[src/rtl/tdm_pkg.sv]
// Shared types and sizing helpers for the TDM receive path.
package tdm_pkg;

    typedef enum logic [0:0] {
        HUNT,
        LOCKED
    } tdm_state_e;

    localparam int unsigned TDM_N_CH = 4;
    localparam int unsigned TDM_W    = 4;

    // Channel counter width; never below one bit.
    function automatic int unsigned tdm_cnt_w(input int unsigned n);
        return (n <= 1) ? 1 : $clog2(n);
    endfunction

endpackage

[src/rtl/tdm_demux_rx_if.sv]
// Serial TDM link plus recovered parallel frame. Parity bit present with TDM_RX_PARITY_EN.
interface tdm_demux_rx_if
    import tdm_pkg::*;
#(
    parameter int unsigned N_CH = TDM_N_CH,
    parameter int unsigned W    = TDM_W
);

    logic [W-1:0]      din;
    logic              valid;
    logic              sync;
`ifdef TDM_RX_PARITY_EN
    logic              din_par;
`endif
    logic [N_CH*W-1:0] ch_data;
    logic              frame_done;
    logic              locked;
    logic              err;

`ifdef TDM_RX_PARITY_EN
    modport master (
        output din, valid, sync, din_par,
        input  ch_data, frame_done, locked, err
    );
    modport slave (
        input  din, valid, sync, din_par,
        output ch_data, frame_done, locked, err
    );
`else
    modport master (
        output din, valid, sync,
        input  ch_data, frame_done, locked, err
    );
    modport slave (
        input  din, valid, sync,
        output ch_data, frame_done, locked, err
    );
`endif

endinterface

[src/rtl/tdm_chan_counter.sv]
// Wrapping channel counter: clear beats load-to-1, which beats increment.
module tdm_chan_counter
    import tdm_pkg::*;
#(
    parameter int unsigned  N_CH = TDM_N_CH,
    localparam int unsigned CW   = tdm_cnt_w(N_CH)
) (
    input  logic          clk,
    input  logic          rst,
    input  logic          clr,
    input  logic          load1,
    input  logic          inc,
    output logic [CW-1:0] chan,
    output logic          last
);

    logic [CW-1:0] chan_q, chan_d;

    always_comb begin
        chan_d = chan_q;
        if (clr) begin
            chan_d = '0;
        end else if (load1) begin
            chan_d = CW'(1);
        end else if (inc) begin
            // N_CH is a power of two, so the natural overflow is the wrap.
            chan_d = chan_q + CW'(1);
        end
    end

    always_ff @(posedge clk) begin
        if (!rst) begin
            chan_q <= '0;
        end else begin
            chan_q <= chan_d;
        end
    end

    assign chan = chan_q;
    assign last = (chan_q == CW'(N_CH - 1));

endmodule

[src/rtl/tdm_demux_rx.sv]
// TDM receiver: locks on frame sync, shadows samples, commits whole frames atomically.
// Optional even-parity checking on each sample with TDM_RX_PARITY_EN.
module tdm_demux_rx
    import tdm_pkg::*;
#(
    parameter int unsigned N_CH = TDM_N_CH,
    parameter int unsigned W    = TDM_W
) (
    input logic            clk,
    input logic            rst,
    tdm_demux_rx_if.slave  bus
);

    localparam int unsigned CW = tdm_cnt_w(N_CH);

    tdm_state_e        state_q, state_d;
    logic [CW-1:0]     chan;
    logic              last;
    logic              cnt_clr, cnt_load1, cnt_inc;
    logic              sh_we;
    logic [CW-1:0]     sh_idx;
    logic              commit, commit_en;
    logic              frame_err, err_d;
    logic [W-1:0]      shadow_q [N_CH-1];
    logic [N_CH*W-1:0] ch_data_q, ch_data_d;
    logic              frame_done_q;
    logic              err_q;

    tdm_chan_counter #(
        .N_CH (N_CH)
    ) u_chan_counter (
        .clk   (clk),
        .rst   (rst),
        .clr   (cnt_clr),
        .load1 (cnt_load1),
        .inc   (cnt_inc),
        .chan  (chan),
        .last  (last)
    );

    always_ff @(posedge clk) begin
        if (!rst) begin
            state_q <= HUNT;
        end else begin
            state_q <= state_d;
        end
    end

    always_comb begin
        state_d = state_q;
        unique case (state_q)
            HUNT:    if (bus.valid && bus.sync) state_d = LOCKED;
            LOCKED:  if (bus.valid && !bus.sync && chan == '0) state_d = HUNT;
            default: state_d = HUNT;
        endcase
    end

    always_comb begin
        cnt_clr   = 1'b0;
        cnt_load1 = 1'b0;
        cnt_inc   = 1'b0;
        sh_we     = 1'b0;
        sh_idx    = chan;
        commit    = 1'b0;
        frame_err = 1'b0;
        unique case (state_q)
            HUNT: begin
                if (bus.valid && bus.sync) begin
                    cnt_load1 = 1'b1;
                    sh_we     = 1'b1;
                    sh_idx    = '0;
                end
            end
            LOCKED: begin
                if (bus.valid) begin
                    if (bus.sync) begin
                        // An early sync drops the partial frame and restarts at channel 0.
                        cnt_load1 = 1'b1;
                        sh_we     = 1'b1;
                        sh_idx    = '0;
                        frame_err = (chan != '0);
                    end else if (chan == '0) begin
                        cnt_clr   = 1'b1;
                        frame_err = 1'b1;
                    end else begin
                        sh_we   = 1'b1;
                        cnt_inc = 1'b1;
                        commit  = last;
                    end
                end
            end
            default: ;
        endcase
    end

`ifdef TDM_RX_PARITY_EN
    logic par_err;
    logic frame_start;
    logic bad_q, bad_d;

    assign par_err     = bus.valid && ^{bus.din, bus.din_par};
    assign frame_start = sh_we && (sh_idx == '0);

    always_comb begin
        bad_d = bad_q;
        if (frame_start) begin
            bad_d = par_err;
        end else if (par_err) begin
            bad_d = 1'b1;
        end
    end

    always_ff @(posedge clk) begin
        if (!rst) begin
            bad_q <= 1'b0;
        end else begin
            bad_q <= bad_d;
        end
    end

    assign commit_en = commit && !bad_q && !par_err;
    assign err_d     = frame_err || par_err;
`else
    assign commit_en = commit;
    assign err_d     = frame_err;
`endif

    always_comb begin
        ch_data_d = ch_data_q;
        if (commit_en) begin
            for (int unsigned i = 0; i < N_CH - 1; i++) begin
                ch_data_d[i*W +: W] = shadow_q[i];
            end
            ch_data_d[(N_CH-1)*W +: W] = bus.din;
        end
    end

    // The last channel goes straight to the output, so it needs no shadow slot.
    always_ff @(posedge clk) begin
        if (!rst) begin
            for (int unsigned i = 0; i < N_CH - 1; i++) begin
                shadow_q[i] <= '0;
            end
        end else begin
            for (int unsigned i = 0; i < N_CH - 1; i++) begin
                if (sh_we && sh_idx == CW'(i)) begin
                    shadow_q[i] <= bus.din;
                end
            end
        end
    end

    always_ff @(posedge clk) begin
        if (!rst) begin
            ch_data_q    <= '0;
            frame_done_q <= 1'b0;
            err_q        <= 1'b0;
        end else begin
            ch_data_q    <= ch_data_d;
            frame_done_q <= commit_en;
            err_q        <= err_d;
        end
    end

    assign bus.ch_data    = ch_data_q;
    assign bus.frame_done = frame_done_q;
    assign bus.err        = err_q;
    assign bus.locked     = (state_q == LOCKED);

endmodule

[src/flat_wrapper.sv]
// flat-port wrapper written by rule: the top's interface ports become plain ports
module tdm_demux_rx_flat import tdm_pkg::*;
#(
    parameter int unsigned N_CH = TDM_N_CH,
    parameter int unsigned W    = TDM_W
)
  (clk, rst, bus_din, bus_valid, bus_sync, bus_ch_data, bus_frame_done, bus_locked, bus_err);
  tdm_demux_rx_if #(.N_CH(N_CH), .W(W)) bus_i ();
  input logic clk;
  input logic rst;
  input wire logic [$bits(bus_i.din)-1:0] bus_din;
  input wire logic [$bits(bus_i.valid)-1:0] bus_valid;
  input wire logic [$bits(bus_i.sync)-1:0] bus_sync;
  output wire logic [$bits(bus_i.ch_data)-1:0] bus_ch_data;
  output wire logic [$bits(bus_i.frame_done)-1:0] bus_frame_done;
  output wire logic [$bits(bus_i.locked)-1:0] bus_locked;
  output wire logic [$bits(bus_i.err)-1:0] bus_err;
  assign bus_i.din = bus_din;
  assign bus_i.valid = bus_valid;
  assign bus_i.sync = bus_sync;
  assign bus_ch_data = bus_i.ch_data;
  assign bus_frame_done = bus_i.frame_done;
  assign bus_locked = bus_i.locked;
  assign bus_err = bus_i.err;
  tdm_demux_rx #(.N_CH(N_CH), .W(W)) u_core (.clk(clk), .rst(rst), .bus(bus_i));
endmodule
[config.mk]
export PLATFORM = sky130hd
export DESIGN_NAME = tdm_demux_rx_flat
export DESIGN_NICKNAME = d
export VERILOG_FILES = /design/src/rtl/tdm_pkg.sv /design/src/rtl/tdm_demux_rx_if.sv /design/src/rtl/tdm_chan_counter.sv /design/src/rtl/tdm_demux_rx.sv /design/src/flat_wrapper.sv
export SDC_FILE = /design/constraint.sdc
export NUM_CORES = 1
export LEC_CHECK = 0
export CORE_MARGIN = 4
export CORE_UTILIZATION = 32
export DETAILED_ROUTE_END_ITERATION = 12
export SETUP_SLACK_MARGIN = 0.2
export SYNTH_ARGS = -nofsm -noshare
export SYNTH_HDL_FRONTEND = slang
export SYNTH_SLANG_ARGS = --single-unit
export TNS_END_PERCENT = 30
[constraint.sdc]
create_clock -name clk -period 2.5 [get_ports clk]
set_clock_uncertainty 0.15 [all_clocks]
set_input_delay 0.375 -clock clk [delete_from_list [all_inputs] [get_ports clk]]
set_output_delay 0.375 -clock clk [all_outputs]
set_load 0.02 [all_outputs]
==> results of run 1 <==
==> layout by cell type (no fill, tap or decap) <==
cell / synthesis / layout
nand3_2: 1 / 1
and4b_2: 1 / 1
o21ai_1: 1 / 1
a21oi_1: 1 / 1
buf_4: 1 / 3
clkinv_2: 0 / 1
nand2_1: 38 / 38
nand3_1: 2 / 2
a21o_2: 1 / 1
a22oi_1: 1 / 1
nor2_1: 1 / 1
ha_1: 4 / 4
nand4b_2: 1 / 1
a21boi_2: 9 / 9
clkdlybuf4s50_1: 0 / 26
and2_2: 1 / 1
dfxtp_1: 21 / 21
and4b_1: 1 / 1
inv_1: 4 / 4
nand2_2: 1 / 1
nor2b_1: 2 / 2
clkbuf_8: 0 / 7
o2111ai_1: 1 / 1
a21boi_1: 0 / 1
a211oi_1: 2 / 2
nor3b_1: 2 / 2
edfxtp_1: 12 / 12
a21boi_0: 11 / 10
o211ai_1: 1 / 1
mux2i_1: 1 / 1
or4_1: 1 / 1
==> worst max-delay path by stage <==
stage / start / slack [ns] / cells after the start / endpoint
final: u_core.u_chan_counter.chan[0] / 0.31 / 5 / u_core.shadow_q[2][2]
after global routing: u_core.u_chan_counter.chan[0] / 0.19 / 5 / u_core.shadow_q[2][3]
after CTS: u_core.u_chan_counter.chan[0] / 0.32 / 5 / u_core.shadow_q[2][2]
after detailed placement: bus_sync / 0.14 / 5 / u_core.shadow_q[2][2]
after global placement: bus_sync / 0.18 / 5 / u_core.shadow_q[2][0]
after floorplan: u_core.u_chan_counter.chan[0] / 0.51 / 5 / u_core.shadow_q[2][0]
==> registers in the layout, summed over array words and instances (netlist names) <==
| register | cells |
|---|---|
| u_core.bus.ch_data | 16 |
| u_core.bus.err | 1 |
| u_core.bus.frame_done | 1 |
| u_core.bus.locked | 1 |
| u_core.shadow_q | 12 |
| u_core.u_chan_counter.chan | 2 |
==> cell families (layout without fill, tap and decap cells) <==
kind of cell | Yosys count | after routing | synth area share (%)
AOI/OAI and AO/OA | 28 | 28 | 17.0
adders and majority gates | 4 | 4 | 3.52
buffers and inverters | 12 | 41 | 6.24
DFF | 33 | 33 | 54.9
muxes | 1 | 1 | 0.704
and+or+nand+nor | 52 | 52 | 17.7
==> power groups by stage <==
| stage | clock (mW) | combinational, mW | sequential, mW |
|---|---|---|---|
| floorplan | 0 | 0.0385 | 0.588 |
| global placement | 0 | 0.0588 | 0.591 |
| detailed placement | 0 | 0.0610 | 0.591 |
| CTS | 0.446 | 0.0614 | 0.580 |
| global route | 0.466 | 0.0673 | 0.581 |
| finish | 0.428 | 0.0613 | 0.580 |
==> worst max-delay path, delay by kind of cell (launching register included) <==
family | cells | cell delay, ns
buffers and inverters | 1 | 0.07
adder cells (fa/ha/maj) | 2 | 0.46
flip-flops | 1 | 0.45
AO/OA/AOI/OAI | 1 | 0.33
AND/OR/NAND/NOR | 1 | 0.40
==> per-stage QoR <==
step / power [mW] / utilization [%] / setup slack, ns
after CTS: 1.09 / 43.3 / 0.319
after global routing: 1.11 / 43.3 / 0.192
after global placement: 0.650 / 40.9 / 0.178
after floorplan: 0.627 / - / 0.507
after detailed placement: 0.652 / 40.9 / 0.137
final: 1.07 / 43.3 / 0.310
==> cell type report <==
class | instances | share of cell area [%]
flip-flops and latches | 33 | 43.5
multi-input cells | 85 | 30.8
repair buffers | 29 | 15.7
clock buffers | 7 | 5.37
well taps | 50 | 3.48
inverters | 4 | 0.836
clock inverters | 1 | 0.279
==> metal layers <==
metal  wire, um  part of all wire, %  track usage [%]
met1       1200                   43             12.7
met2       1430                   52             19.0
met3        114                  4.1             4.41
met4         18                 0.65             4.15
met5          0                    0                0
==> impl_metrics.json, run 1 <==
{
  "status": "finished, final reports clean",
  "slew_headroom_pct": 68.7,
  "setup.worst_path.start_class": "flop",
  "ff2ff_setup_slack_ns": 0.31,
  "power_switching_share_pct": 20.6,
  "fin_crit_ns": 2.19,
  "synth.largest_area_cell": "dfxtp_1",
  "cts_root_buf": "clkbuf_8",
  "slowest_stage": "dfxtp_1",
  "seq_power_share_pct": 54.2,
  "min-delay-start": "u_core.bus.ch_data[12]",
  "fp.dieH_um": 74.7,
  "arrival_ns": 1.98,
  "cts_max_path_buffers": 2,
  "core_um2": 4140,
  "initial_utilization_pct": 34.3,
  "num_rows": 23,
  "multi_input_area_um2": 553,
  "grt_pass1_vias": 1027,
  "tightest_slew_ns": 0.468,
  "peakVddDrop_v": 0.000220,
  "fp.dieW_um": 74.7,
  "nNetsFinal": 170,
  "ant_nets": 0,
  "drt_pre_antenna_iters": 4,
  "diodes": 0,
  "cp-end-kind": "flop",
  "dp_cells": 201,
  "cp_cell_sequence": "inv_1 -> ha_1 -> ha_1 -> or4_1 -> o21ai_1",
  "drt_iter0_markers": 33,
  "hold_viol": 0,
  "wl_per_cell_um": 13.2,
  "cap_violations": 0,
  "hold_path_end": "u_core.bus.ch_data[12]",
  "clkSlewWorstSetupHoldPaths_ns": 0.06,
  "crit_fanout": 7,
  "p_per_area_nw_per_um2": 596,
  "ys_ff_latch": 33,
  "nFillCells": 404,
  "grt_pass1_wl_um": 4690,
  "synth_cells": 130,
  "synth-edff-count": 12,
  "grt.overflow.total": 0,
  "instances_no_fill": 209,
  "yosys_warnings": 0,
  "reg2reg_from": "u_core.u_chan_counter.chan[0]",
  "pwr-share-clk_pct": 40.1,
  "grt_use_total_pct": 11.2,
  "syn_nets": 142,
  "ios": 27,
  "place_area_um2": 1690,
  "drive_above_1_share_pct": 16.4,
  "comb_power_share_pct": 5.7,
  "ys_seq_area_share_pct": 54.9,
  "vias": 977,
  "synth_most_common_cell": "nand2_1",
  "setup-tns-final_ns": 0,
  "min_path_cells": 2,
  "yosys_most_used_dff": "dfxtp_1",
  "fmax_mhz": 457,
  "die-area_um2": 5580,
  "power_leakage_nw": 0.648,
  "antenna_found_initial": 0,
  "htree_levels": 2,
  "grt_max_degree": 18,
  "syn_to_final_growth_pct": 26.2,
  "clk_latency_ns": 0.28,
  "cts_inserted_buffers": 5,
  "synth.area.top_cells": "dfxtp_1, edfxtp_1, nand2_1, a21boi_2, a21boi_0",
  "synth_commonest_cells": "nand2_1, dfxtp_1, edfxtp_1, a21boi_0, a21boi_2",
  "timing.hold.ws_ns": 0.316,
  "crit_top_cell": "ha_1",
  "crit_required_ns": 2.29,
  "via_per_inst": 4.67,
  "drc": 0,
  "fin_area_um2": 1800,
  "synth_top_area_share_pct": 29.6,
  "ff2ff_path_depth": 5,
  "drv_slew": 0,
  "postCtsHoldBufs": 0,
  "ctsResizeCount": 0,
  "regArea_um2": 781,
  "cp_slowest_stage_delay_ns": 0.45,
  "cts_sinks": 33,
  "drt-total-wl_um": 2770,
  "r2r_end": "u_core.shadow_q[2][2]",
  "fin_crit_sh_pct": 87.6,
  "async_flop_share_pct": 0,
  "place_hpwl_um": 2080,
  "yosysUniqueCellTypes": 31,
  "setup_viol": 0,
  "post_cts.repair.setup_buffers": 0,
  "hold_class": "flop to flop",
  "path_class": "flop to flop",
  "intPower_uw": 849,
  "gp_congestion": 0.889,
  "syn-mean-instance-area_um2": 10.9,
  "p_sw_uw": 220,
  "rsz0062_at_grt": "true",
  "syn_area_um2": 1420,
  "cts_tree": "yes",
  "io_buffers": 26
}
Power figures use the tool's default switching activity.
==> run 2: changes to the inputs <==
Settings changed: CAP_MARGIN set to 15, CTS_CLUSTER_DIAMETER set to 80.
Clock period 2.5 ns to 2.1 ns, I/O delays scaled along.
==> run 2 against run 1 <==
Setup slack lost 0.070 ns. Sequential power increased by 19%. Utilization up 2.7 points. Register-to-register slack got worse by 0.07 ns. Combinational power rose by 52%. Routed wire length increased by 1.3%. Critical path type unchanged. Critical endpoint is now u_core.shadow_q[2][0]. Highest routed layer unchanged.
==> impl_metrics.json, run 2 (synthesis results as in run 1) <==
{
  "drt_pre_antenna_iters": 4,
  "cts_tree": "yes",
  "arrival_ns": 1.69,
  "diodes": 0,
  "dp_cells": 205,
  "hold_viol": 0,
  "cp-end-kind": "flop",
  "ff2ff_path_depth": 5,
  "pwr-share-clk_pct": 36.8,
  "num_rows": 23,
  "fin_crit_ns": 1.86,
  "fin_crit_sh_pct": 88.6,
  "drv_slew": 0,
  "grt_max_degree": 18,
  "seq_power_share_pct": 55.7,
  "slew_headroom_pct": 81.7,
  "setup_viol": 0,
  "p_sw_uw": 280,
  "syn_to_final_growth_pct": 33.9,
  "fmax_mhz": 538,
  "crit_required_ns": 1.93,
  "grt_pass1_wl_um": 4710,
  "cts_root_buf": "clkbuf_8",
  "fin_area_um2": 1910,
  "wl_per_cell_um": 13.0,
  "mostFrequentLayoutCell": "nand2_1",
  "core_um2": 4140,
  "intPower_uw": 956,
  "drt_iter0_markers": 31,
  "drive_above_1_share_pct": 26.1,
  "peakVddDrop_v": 0.000291,
  "hold_class": "flop to flop",
  "path_class": "flop to flop",
  "fin_ws_ns": 0.240,
  "ff2ff_setup_slack_ns": 0.24,
  "comb_power_share_pct": 7.5,
  "clk_latency_ns": 0.28,
  "pre_cts_ws_ns": -0.110,
  "gp_congestion": 0.812,
  "clkSlewWorstSetupHoldPaths_ns": 0.07,
  "antenna_found_initial": 0,
  "crit_buf_inv": 1,
  "rsz0062_at_grt": "true",
  "via_per_inst": 4.77,
  "crit_end": "u_core.shadow_q[2][0]",
  "postCtsHoldBufs": 0,
  "place_hpwl_um": 2040,
  "place_area_um2": 1750,
  "ant_nets": 0,
  "grt_pass1_vias": 1052,
  "r2r_end": "u_core.shadow_q[2][0]",
  "cp_cell_sequence": "inv_1 -> ha_4 -> ha_2 -> or4_4 -> o21ai_4",
  "setup.worst_path.start_class": "flop",
  "drc": 0,
  "slowest_stage": "or4_4",
  "cp_slowest_stage_delay_ns": 0.43,
  "cp.depth": 5,
  "cts_inserted_buffers": 5,
  "p_per_area_nw_per_um2": 648,
  "cp-startpoint": "u_core.u_chan_counter.chan[1]",
  "cts_max_path_buffers": 2,
  "power_switching_share_pct": 22.6,
  "htree_levels": 2,
  "critPathTopFamily": "simple AND/OR/NAND/NOR gates",
  "tightest_slew_ns": 0.275,
  "fp.dieH_um": 74.7,
  "cap_violations": 0,
  "initial_utilization_pct": 34.3,
  "nNetsFinal": 176,
  "io_buffers": 26,
  "final_cell_mix": "nand2_1, clkdlybuf4s50_1, dfxtp_1",
  "cts_sinks": 33,
  "vias": 1025,
  "ios": 27,
  "grt.overflow.total": 0,
  "die-area_um2": 5580,
  "instances_no_fill": 215,
  "reg2reg_from": "u_core.u_chan_counter.chan[1]",
  "largest_register_ffs": 16,
  "power_leakage_nw": 0.680,
  "drt-total-wl_um": 2800,
  "fp.dieW_um": 74.7,
  "min-delay-start": "u_core.bus.ch_data[14]",
  "status": "finished, final reports clean",
  "crit_fanout": 5,
  "grt_use_total_pct": 11.4,
  "nFillCells": 413
}
==> run 2: cell count changes in the layout (fill, tap and decap cells not counted), moves of 2 or more <==
cell	change
dfxtp_1	-3
ha_1	-2
dfxtp_4	+2
clkbuf_8	-2
buf_4	+5
a21boi_0	-3
a21boi_2	+4
==> run 2: tightest hold or removal path: cells and delay by family (launching register included) <==
family	cells	cell delay [ns]
flip-flops	1	0.31
AO/OA/AOI/OAI	1	0.06
AND/OR/NAND/NOR	1	0.04
==> run 2: layer usage <==
layer  up-vias  share of wire (%)  track usage, %
met3         7                4.0            3.60
met5         -                  0               0
met2        19                 53            20.1
li1        509                  -               -
met4         0                1.9            5.34
met1       490                 41            12.5
==> run 2: layout make-up <==
cell class / count / area, um2 / area share [%]
Sequential cell: 33 / 790 / 41.4
Multi-Input combinational cell: 85 / 616 / 32.3
Timing Repair Buffer: 35 / 340 / 17.9
Clock buffer: 6 / 72.6 / 3.81
Tap cell: 50 / 62.6 / 3.28
Inverter: 4 / 15.0 / 0.788
Clock inverter: 2 / 10.0 / 0.525
==> run 2: through the flow <==
step                power, mW  util [%]  hold WS, ns  TNS, ns
finish                   1.24      46.0        0.311        0
global route             1.29      46.0        0.333        0
CTS                      1.24      44.2        0.315        0
detailed placement      0.782      42.1        0.306    -1.47
global placement        0.780      42.1        0.302   -0.290
floorplan               0.748         -        0.303        0
==> run 2: power by group through the flow <==
stage / clock [mW] / combinational, mW / sequential (mW)
floorplan: 0 / 0.0467 / 0.701
global placement: 0 / 0.0758 / 0.704
detailed placement: 0 / 0.0785 / 0.704
CTS: 0.474 / 0.0797 / 0.690
global route: 0.498 / 0.102 / 0.689
finish: 0.455 / 0.0932 / 0.688
==> run 2: how the worst min path moves through the flow <==
stage	to	slack (ns)	cells after the start
final	u_core.bus.ch_data[14]	0.31	2
after global routing	u_core.bus.ch_data[10]	0.33	2
after CTS	u_core.bus.ch_data[10]	0.31	2
after detailed placement	u_core.bus.ch_data[14]	0.31	2
after global placement	u_core.bus.ch_data[14]	0.30	2
after floorplan	u_core.u_chan_counter.chan[1]	0.30	2
==> run 2: what timing repair did <==
action,4_1_cts,5_1_grt
buffers inserted,0,2
resized for setup,4,13
endpoints found under the setup margin,17,24
pin swaps,0,3
==> run 3: changes to the inputs <==
Settings changed: CORE_ASPECT_RATIO set to 1.75.
==> run 3 against run 2 <==
First-iteration DRC count shrank 13%. Utilization decreased by 2.0 points. Register-to-register slack about the same. Setup slack got worse by 0.015 ns. Via count is 0.88% lower. Power decreased by 0.94%. Fmax decreased by 0.79%. Sequential share of layout area rose by 1.1 points. Worst hold slack better by 0.0016 ns.
==> impl_metrics.json, run 3 (synthesis results as in run 1) <==
{
  "status": "finished, final reports clean",
  "setup-tns-final_ns": 0,
  "power_mw": 1.22,
  "drc": 0,
  "nNetsFinal": 175,
  "drt_pre_antenna_iters": 4,
  "drt_iter0_markers": 27,
  "clkSlewWorstSetupHoldPaths_ns": 0.07,
  "die-area_um2": 5620,
  "crit_required_ns": 2.04,
  "dp_cells": 204,
  "fin_crit_ns": 1.87,
  "largest_register_ffs": 16,
  "gp_congestion": 0.747,
  "ant_nets": 0,
  "grt_pass1_vias": 1061,
  "setup_viol": 0,
  "crit_fanout": 5,
  "place_hpwl_um": 2230,
  "diodes": 0,
  "cts_root_buf": "clkbuf_8",
  "tightest_slew_ns": 0.409,
  "cts_sinks": 33,
  "final_cell_mix": "nand2_1, clkdlybuf4s50_1, dfxtp_1",
  "num_rows": 31,
  "antenna_found_initial": 0,
  "multi_input_area_um2": 577,
  "core_um2": 4230,
  "grt_use_total_pct": 11.6,
  "rsz0062_at_grt": "true",
  "fp.dieH_um": 96.2,
  "mostFrequentLayoutCell": "nand2_1",
  "setup.worst_path.start_class": "flop",
  "fin_ws_ns": 0.226,
  "p_per_area_nw_per_um2": 659,
  "fp.dieW_um": 58.4,
  "hold_viol": 0,
  "postCtsHoldBufs": 0,
  "pre_cts_ws_ns": -0.115,
  "regArea_um2": 790,
  "peakVddDrop_v": 0.000519,
  "htree_levels": 2,
  "syn_to_final_growth_pct": 30.6,
  "power_leakage_nw": 0.670,
  "instances_no_fill": 213,
  "drive_above_1_share_pct": 23.2,
  "slew_headroom_pct": 72.7,
  "path_class": "flop to flop",
  "cap_violations": 0,
  "arrival_ns": 1.82,
  "io_buffers": 26,
  "cts_inserted_buffers": 5,
  "fin_crit_sh_pct": 89.3,
  "grt_max_degree": 22,
  "hold_class": "flop to flop",
  "grt.overflow.total": 0,
  "via_per_inst": 4.77,
  "initial_utilization_pct": 33.6,
  "wl_per_cell_um": 14.0,
  "cts_tree": "yes",
  "grt_pass1_wl_um": 4800,
  "nFillCells": 433,
  "fmax_mhz": 533,
  "clk_latency_ns": 0.28,
  "cp-end-kind": "flop",
  "ios": 27,
  "vias": 1016,
  "drv_slew": 0,
  "drt-total-wl_um": 2970,
  "cts_max_path_buffers": 2
}
==> run 3: cell count changes in the layout (fill, tap and decap cells not counted), sizes merged <==
cell,delta
buf,-1
==> run 3: repair_timing <==
item | CTS | global route
setup endpoints to repair | 17 | 21
hold endpoints to repair | 0 | 0
pin swaps | 1 | 1
buffers inserted | 1 | 0
resized for setup | 8 | 3
==> run 3: layout make-up <==
type / instances / area share [%]
timing repair buffer: 34 / 17.9
tap: 49 / 3.30
sequential: 33 / 42.5
clock inverter: 2 / 0.539
inverter: 4 / 0.808
multi-input combinational: 85 / 31.0
clock buffer: 6 / 3.91
==> run 3: through the flow <==
stage | util (%) | area, um2 | hold WS [ns]
2_1_floorplan | - | 1430 | 0.303
3_3_place_gp | 41.3 | 1740 | 0.303
3_5_place_dp | 41.3 | 1740 | 0.308
4_1_cts | 43.8 | 1850 | 0.318
5_1_grt | 43.9 | 1860 | 0.332
6_report | 43.9 | 1860 | 0.313
==> run 3: layer usage <==
metal | GRT usage [%] | vias up | share of wire (%)
met5 | 0 | - | 0
met4 | 6.58 | 0 | 2.1
met3 | 3.62 | 6 | 4.2
met2 | 22.7 | 23 | 60
met1 | 9.77 | 480 | 34
li1 | - | 507 | -
==> run 3: report_power, final <==
part	switching, mW	internal [mW]
Combinational	0.0442	0.0432
Clock	0.220	0.229
Sequential	0.00882	0.679
==> run 3: critical path, cell delays in order, from the launching register on <==
cell and delay [ns]:
dfxtp_4 0.37, inv_1 0.06, ha_2 0.19, ha_2 0.18, buf_4 0.13, nand2_1 0.08
o2111ai_1 0.23, a21boi_1 0.30
==> run 3: path summary, 6_finish.rpt <==
kind,startpoint,end,slack [ns],cells past startpoint
setup / recovery,u_core.u_chan_counter.chan[1],u_core.shadow_q[0][2],0.23,7
hold / removal,u_core.bus.ch_data[6],u_core.bus.ch_data[6],0.31,2
setup reg to reg,u_core.u_chan_counter.chan[1],u_core.shadow_q[0][2],0.23,7
hold reg to reg,u_core.bus.ch_data[6],u_core.bus.ch_data[6],0.31,2
